[src/rtl/common_pkg.sv]
// Shared CLIC sizing, entry/index/priority types and the arbitration FSM encoding.
package common_pkg;
  localparam int NR_INDEX_BITS = 3;
  localparam int NR_PRIO_BITS  = 3;
  localparam int NR_ENTRIES    = 2**NR_INDEX_BITS;

  typedef logic                     Entry_t;
  typedef logic [NR_ENTRIES-1:0]    Entries_t;
  typedef logic [NR_INDEX_BITS-1:0] Index_t;
  typedef logic [NR_PRIO_BITS-1:0]  Prio_t;

  typedef enum logic [2:0] {IDLE, ARB, IDX, RESOLVE, OFFER} ClicState_t;
endpackage

[src/rtl/can_arb_step.sv]
// One bit of wired-OR/lose arbitration: a contender presenting 0 drops out
// whenever any other contender presents 1 on the same bit.
module can_arb_step #(
  parameter int N = 8
) (
  input  logic [N-1:0] contender,
  input  logic [N-1:0] bits,
  output logic [N-1:0] nxt
);
  logic or_v;

  assign or_v = |(contender & bits);
  assign nxt  = contender & ~({N{or_v}} & ~bits);
endmodule

[src/rtl/can_clic_ctrl.sv]
// Bit-serial CLIC controller: pending/enable/prio state, MSB-first priority
// arbitration, level-gated valid/ready offer. Define CAN_CLIC_INDEX_ARB_EN to
// break ties with extra serial index-bit cycles instead of a priority encoder.
module can_clic_ctrl #(
  parameter  int NR_INDEX_BITS = common_pkg::NR_INDEX_BITS,
  parameter  int NR_PRIO_BITS  = common_pkg::NR_PRIO_BITS,
  localparam int N             = 2**NR_INDEX_BITS
) (
  input  logic                     clk,
  input  logic                     rst_n,
  input  logic [N-1:0]             irq_set_i,
  input  logic [NR_PRIO_BITS-1:0]  level_i,
  input  logic                     cfg_valid_i,
  output logic                     cfg_ready_o,
  input  logic [NR_INDEX_BITS-1:0] cfg_index_i,
  input  logic [NR_PRIO_BITS-1:0]  cfg_prio_i,
  input  logic                     cfg_enable_i,
  output logic                     irq_valid_o,
  input  logic                     irq_ready_i,
  output logic [NR_INDEX_BITS-1:0] irq_index_o,
  output logic [NR_PRIO_BITS-1:0]  irq_prio_o,
  output logic                     busy_o
);
  import common_pkg::*;

  localparam int PB_W = (NR_PRIO_BITS  > 1) ? $clog2(NR_PRIO_BITS)  : 1;
  localparam int IB_W = (NR_INDEX_BITS > 1) ? $clog2(NR_INDEX_BITS) : 1;

  ClicState_t                      state;
  logic [N-1:0]                    pending, enable, contender, contender_nxt;
  logic [N-1:0]                    col, clr_mask;
  logic [N-1:0][NR_PRIO_BITS-1:0]  prio;
  logic [NR_PRIO_BITS-1:0]         snap_level;
  logic [PB_W-1:0]                 pb;
  logic [NR_INDEX_BITS-1:0]        winner;
  logic                            cfg_we, claim;

  assign cfg_we = cfg_valid_i & cfg_ready_o;
  assign claim  = (state == OFFER) & irq_ready_i;

`ifdef CAN_CLIC_INDEX_ARB_EN
  logic [IB_W-1:0]                  ib;
  logic [N-1:0][NR_INDEX_BITS-1:0] idx_tab;

  for (genvar g = 0; g < N; g++) begin : g_idx
    assign idx_tab[g] = NR_INDEX_BITS'(g);
  end

  // Inverted index bits make the lowest index survive the or/lose rule.
  always_comb begin
    col = '0;
    for (int i = 0; i < N; i++)
      col[i] = (state == IDX) ? ~idx_tab[i][ib] : prio[i][pb];
  end

  // Exactly one contender is left, so a plain OR-encoder suffices.
  always_comb begin
    winner = '0;
    for (int i = 0; i < N; i++)
      if (contender[i]) winner = winner | NR_INDEX_BITS'(i);
  end
`else
  always_comb begin
    col = '0;
    for (int i = 0; i < N; i++) col[i] = prio[i][pb];
  end

  // Equal-priority survivors are resolved toward the lowest index.
  always_comb begin
    winner = '0;
    for (int i = N-1; i >= 0; i--)
      if (contender[i]) winner = NR_INDEX_BITS'(i);
  end
`endif

  can_arb_step #(.N(N)) u_step (
    .contender (contender),
    .bits      (col),
    .nxt       (contender_nxt)
  );

  always_comb begin
    clr_mask = '0;
    if (claim) clr_mask[irq_index_o] = 1'b1;
  end

  // A set arriving on the claim cycle survives the clear.
  always_ff @(posedge clk or negedge rst_n) begin
    if (!rst_n) begin
      pending <= '0;
      enable  <= '0;
      prio    <= '0;
    end else begin
      pending <= (pending & ~clr_mask) | irq_set_i;
      if (cfg_we) begin
        enable[cfg_index_i] <= cfg_enable_i;
        prio[cfg_index_i]   <= cfg_prio_i;
      end
    end
  end

  always_ff @(posedge clk or negedge rst_n) begin
    if (!rst_n) begin
      state       <= IDLE;
      contender   <= '0;
      snap_level  <= '0;
      pb          <= '0;
`ifdef CAN_CLIC_INDEX_ARB_EN
      ib          <= '0;
`endif
      irq_valid_o <= 1'b0;
      irq_index_o <= '0;
      irq_prio_o  <= '0;
      busy_o      <= 1'b0;
      cfg_ready_o <= 1'b0;
    end else begin
      case (state)
        IDLE: begin
          if (|(pending & enable)) begin
            contender   <= pending & enable;
            snap_level  <= level_i;
            pb          <= PB_W'(NR_PRIO_BITS-1);
            state       <= ARB;
            busy_o      <= 1'b1;
            cfg_ready_o <= 1'b0;
          end else begin
            busy_o      <= 1'b0;
            cfg_ready_o <= 1'b1;
          end
        end
        ARB: begin
          contender <= contender_nxt;
          pb        <= pb - PB_W'(1);
          if (pb == '0) begin
`ifdef CAN_CLIC_INDEX_ARB_EN
            ib    <= IB_W'(NR_INDEX_BITS-1);
            state <= IDX;
`else
            state <= RESOLVE;
`endif
          end
        end
`ifdef CAN_CLIC_INDEX_ARB_EN
        IDX: begin
          contender <= contender_nxt;
          ib        <= ib - IB_W'(1);
          if (ib == '0) state <= RESOLVE;
        end
`endif
        RESOLVE: begin
          if (prio[winner] > snap_level) begin
            irq_index_o <= winner;
            irq_prio_o  <= prio[winner];
            irq_valid_o <= 1'b1;
            state       <= OFFER;
          end else begin
            state       <= IDLE;
            busy_o      <= 1'b0;
            cfg_ready_o <= 1'b1;
          end
        end
        OFFER: begin
          if (irq_ready_i) begin
            irq_valid_o <= 1'b0;
            state       <= IDLE;
            busy_o      <= 1'b0;
            cfg_ready_o <= 1'b1;
          end
        end
        default: state <= IDLE;
      endcase
    end
  end

  a_contender: assert property (@(posedge clk) disable iff (!rst_n)
    (state == RESOLVE) |-> (contender != '0));
`ifdef CAN_CLIC_INDEX_ARB_EN
  a_one_winner: assert property (@(posedge clk) disable iff (!rst_n)
    (state == RESOLVE) |-> $onehot(contender));
`endif
endmodule
[config.mk]
export PLATFORM = sky130hd
export DESIGN_NAME = can_clic_ctrl
export DESIGN_NICKNAME = d
export VERILOG_FILES = /design/src/rtl/common_pkg.sv /design/src/rtl/can_arb_step.sv /design/src/rtl/can_clic_ctrl.sv
export SDC_FILE = /design/constraint.sdc
export NUM_CORES = 1
export LEC_CHECK = 0
export CAP_MARGIN = 20
export CORE_MARGIN = 2
export CORE_UTILIZATION = 40
export CTS_BUF_LIST = sky130_fd_sc_hd__clkbuf_4 sky130_fd_sc_hd__clkbuf_8
export DETAILED_ROUTE_END_ITERATION = 7
export RECOVER_POWER = 50
export SLEW_MARGIN = 20
export SYNTH_ARGS = -nofsm -noshare
export SYNTH_HDL_FRONTEND = slang
export SYNTH_SLANG_ARGS = --single-unit
[constraint.sdc]
create_clock -name clk -period 3.2 [get_ports clk]
set_input_delay 0.48 -clock clk [delete_from_list [all_inputs] [get_ports clk]]
set_output_delay 0.48 -clock clk [all_outputs]
set_load 0.03 [all_outputs]
==> results.json <==
{
  "fill_cells": 773,
  "clock_tree.root_cell": "clkbuf_8",
  "setup.worst_path.start_class": "flop",
  "rows": 33,
  "core_region_area_sq_um": 8180,
  "finalNetCount": 371,
  "routabilityCongestion": 0.918,
  "hp-class": "flop to flop",
  "reg2reg_setup_slack_ps": 190,
  "total_power_w": 0.00451,
  "antenna_found_initial": 0,
  "max_transition_margin_pct": -6.05,
  "syn_avg_cell_area_sq_um": 11.0,
  "yosysUniqueCellTypes": 54,
  "cp_num_cells": 12,
  "multi_input_comb_area_sq_um": 1650,
  "path_class": "flop to flop",
  "remaining_drc_errors": 0,
  "power-per-cell-area_nw_per_um2": 1130,
  "grt_pass1_vias": 2496,
  "timing.final.max_slew_violations": 66,
  "clock_sinks": 65,
  "gr-usage-all-layers_pct": 20.6,
  "synth_warnings": 0,
  "worst_path_largest_cell_delay_ps": 470,
  "worst_hold_startpoint": "busy_o",
  "largest_net_degree_at_the_start_of_global_routing": 66,
  "crit_chain": "nor2b_1 > o311a_1 > mux2_1 > a221oi_2 > or3_1 > ha_1 > nor2b_1 > o21a_1 > o2111ai_1 > buf_4 > a21oi_1 > nor2_1",
  "ff_latch_area_sq_um": 1630,
  "holdWs_ps": 486,
  "cts-root-to-sink-buffers": 2,
  "post_cts_hold_buffer_count": 0,
  "cp-endpoint": "cfg_ready_o",
  "synth_enable_flop_cells": 0,
  "cts_tree": "done",
  "finalWirelength_um": 8780,
  "fraction_of_power_consumed_by_combinational_cells_pct": 47.9,
  "num_antenna_cells": 0,
  "setup-tns-final_ps": 0,
  "reg2reg_from": "contender[7]",
  "detailed_place_hpwl_um": 6600,
  "cellLeakagePower_nw": 1.64,
  "floorplan.die_area_sq_um": 9180,
  "startpoint": "contender[7]",
  "layout-drive-gt1-share_pct": 23.4,
  "synthFlopType": "dfrtp_1",
  "share_seq_of_total_power_pct": 35.9,
  "critical_path.n_buffers_inverters": 1,
  "syn_to_final_growth_pct": 18.7,
  "rsz0062_at_grt": "no",
  "share_of_synthesized_registers_carrying_an_async_set_or_reset_pct": 100,
  "final_hold_viol_count": 0,
  "final_min_period_over_clock_period_pct": 94.2,
  "setup_buffers_after_cts": 0,
  "grt_first_pass_wirelength_um": 13700,
  "synth.net_count": 333,
  "grt_overflow": 0,
  "worstPathRequired_ps": 3490,
  "post_cts_resized": 0,
  "die_w_um": 95.8,
  "ir_worst_vdd_mv": 0.386,
  "r2r_end": "cfg_ready_o",
  "status": "complete, but fails checks",
  "worst_slew_pin_slew_ps": 1590,
  "cts_made_buffers": 9,
  "fin_skew_ps": 10.0,
  "ys_seq_area_share_pct": 48.2,
  "maxCapViolations": 1,
  "viasPerCell": 5.58,
  "r2r_cells": 12,
  "die_h_um": 95.8,
  "switching_share_pct": 43.0,
  "num_io_pins": 31,
  "crit_path_frequent_cell": "nor2b_1",
  "cpMaxStageDelayCell": "dfrtp_1",
  "crit_path_end_kind": "flop",
  "fmaxAchievable_mhz": 332,
  "cell_internal_pwr_w": 0.00257,
  "cts-htree-levels": 3,
  "clock_power_share_pct": 16.2,
  "vias": 2541,
  "crit_family": "compound AO/OA/AOI/OAI gates",
  "post_dp_cell_area_sq_um": 3800,
  "place.detailed.instances": 439,
  "drt_pass1_iterations": 4,
  "timing.critical_path.arrival_ps": 3300,
  "drtIter0Drc": 217,
  "post-route-cell-area_sq_um": 4000,
  "failed_checks": "capacitance limit, slew limit",
  "syn_inst": 307,
  "floorplan.initialDensity_pct": 41.3,
  "synth-seq-cells": 65,
  "netSwitchingPower_w": 0.00194,
  "synth_area_sq_um": 3370,
  "clk_transition_reported_paths_ps": 80,
  "final_routed_wire_length_divided_by_cell_count_um": 19.3,
  "worstPathMaxFanout": 6,
  "report.final.setup_viol": 0,
  "detail-route-antenna-nets": 0,
  "placement.io_buffers": 30,
  "final-instance-count-excl-fill": 455,
  "worstSkewPairLatency_ps": 360,
  "timing.final.crit_period_ps": 3010
}
## registers in the layout, indices dropped and copies added (netlist names)
name / cells
irq_valid_o: 1
enable: 8
snap_level: 3
pending: 8
state: 3
pb: 2
irq_index_o: 3
busy_o: 1
prio: 24
irq_prio_o: 3
cfg_ready_o: 1
contender: 8
## final cells by class
class                   count  share of cell area [%]
well taps                 105                    3.28
inverters                   9                   0.844
clock inverters             6                    1.66
flip-flops and latches     65                    40.6
clock buffers              10                    3.44
multi-input cells         222                    41.3
repair buffers             38                    8.82
## stage by stage
stage / setup slack [ps] / utilization [%]
2_1_floorplan: 340 / -
3_3_place_gp: 256 / 46.5
3_5_place_dp: 262 / 46.5
4_1_cts: 215 / 49.0
5_1_grt: 14.6 / 49.0
6_report: 185 / 49.0
## kinds of logic (layout without fill, tap and decap cells)
family,after synthesis,in the layout,share of synthesized area (%)
fa+ha+maj,4,4,1.48
compound gates,76,76,18.8
xor+xnor,1,1,0.260
simple gates,98,98,14.2
buf+inv,20,63,2.74
mux,43,43,14.3
flops,65,65,48.2
## power by group through the flow
stage	clock network (W)	registers [W]	logic [W]
after floorplan	0	0.00150	0.00161
after global placement	0	0.00163	0.00214
after detailed placement	0	0.00163	0.00216
after CTS	0.000747	0.00161	0.00217
after global routing	0.000781	0.00167	0.00238
final	0.000732	0.00162	0.00216
## cells in the mapped netlist, types with 3 or more instances
cell type | number | area [sq um]
dfrtp_1 | 65 | 1630
mux2_2 | 37 | 417
nor2_1 | 29 | 109
nand2_1 | 24 | 90.1
o21ai_0 | 18 | 90.1
a22oi_1 | 12 | 90.1
a21o_1 | 10 | 75.1
nand3_1 | 10 | 50.1
a221oi_2 | 9 | 135
inv_1 | 8 | 30.0
nand2b_1 | 8 | 50.1
clkbuf_1 | 5 | 18.8
nor2b_1 | 5 | 31.3
ha_1 | 4 | 50.1
mux2i_1 | 4 | 40.0
nor3_1 | 4 | 20.0
nand3b_1 | 3 | 22.5
o21a_1 | 3 | 22.5
or3_1 | 3 | 18.8
## how the worst min path moves through the flow
stage	to	slack, ps	cells past startpoint
2_1_floorplan	busy_o	180	0
3_3_place_gp	busy_o	470	1
3_5_place_dp	pending[7]	470	1
4_1_cts	prio[5]	340	2
5_1_grt	pending[2]	500	1
6_report	busy_o	490	1
## per-layer routing
metal	wire, um	track usage (%)	part of all wire, %	vias to the layer above
li1	-	-	-	1212
met1	4100	27.7	47	1267
met2	4150	32.6	47	50
met3	329	3.52	3.7	12
met4	198	9.29	2.3	0
met5	0	0	0	-
## layout by cell type, fill, tap and decap left out, types with 9 or more instances in the layout
| cell | netlist | routed |
|---|---|---|
| a22oi_1 | 12 | 12 |
| clkdlybuf4s50_1 | 0 | 28 |
| mux2_2 | 37 | 37 |
| nand2_1 | 24 | 24 |
| clkbuf_8 | 0 | 10 |
| a221oi_2 | 9 | 9 |
| dfrtp_1 | 65 | 65 |
| a21o_1 | 10 | 10 |
| nand3_1 | 10 | 10 |
| o21ai_0 | 18 | 18 |
| nor2_1 | 29 | 29 |
(Power assumes the default switching activity.)
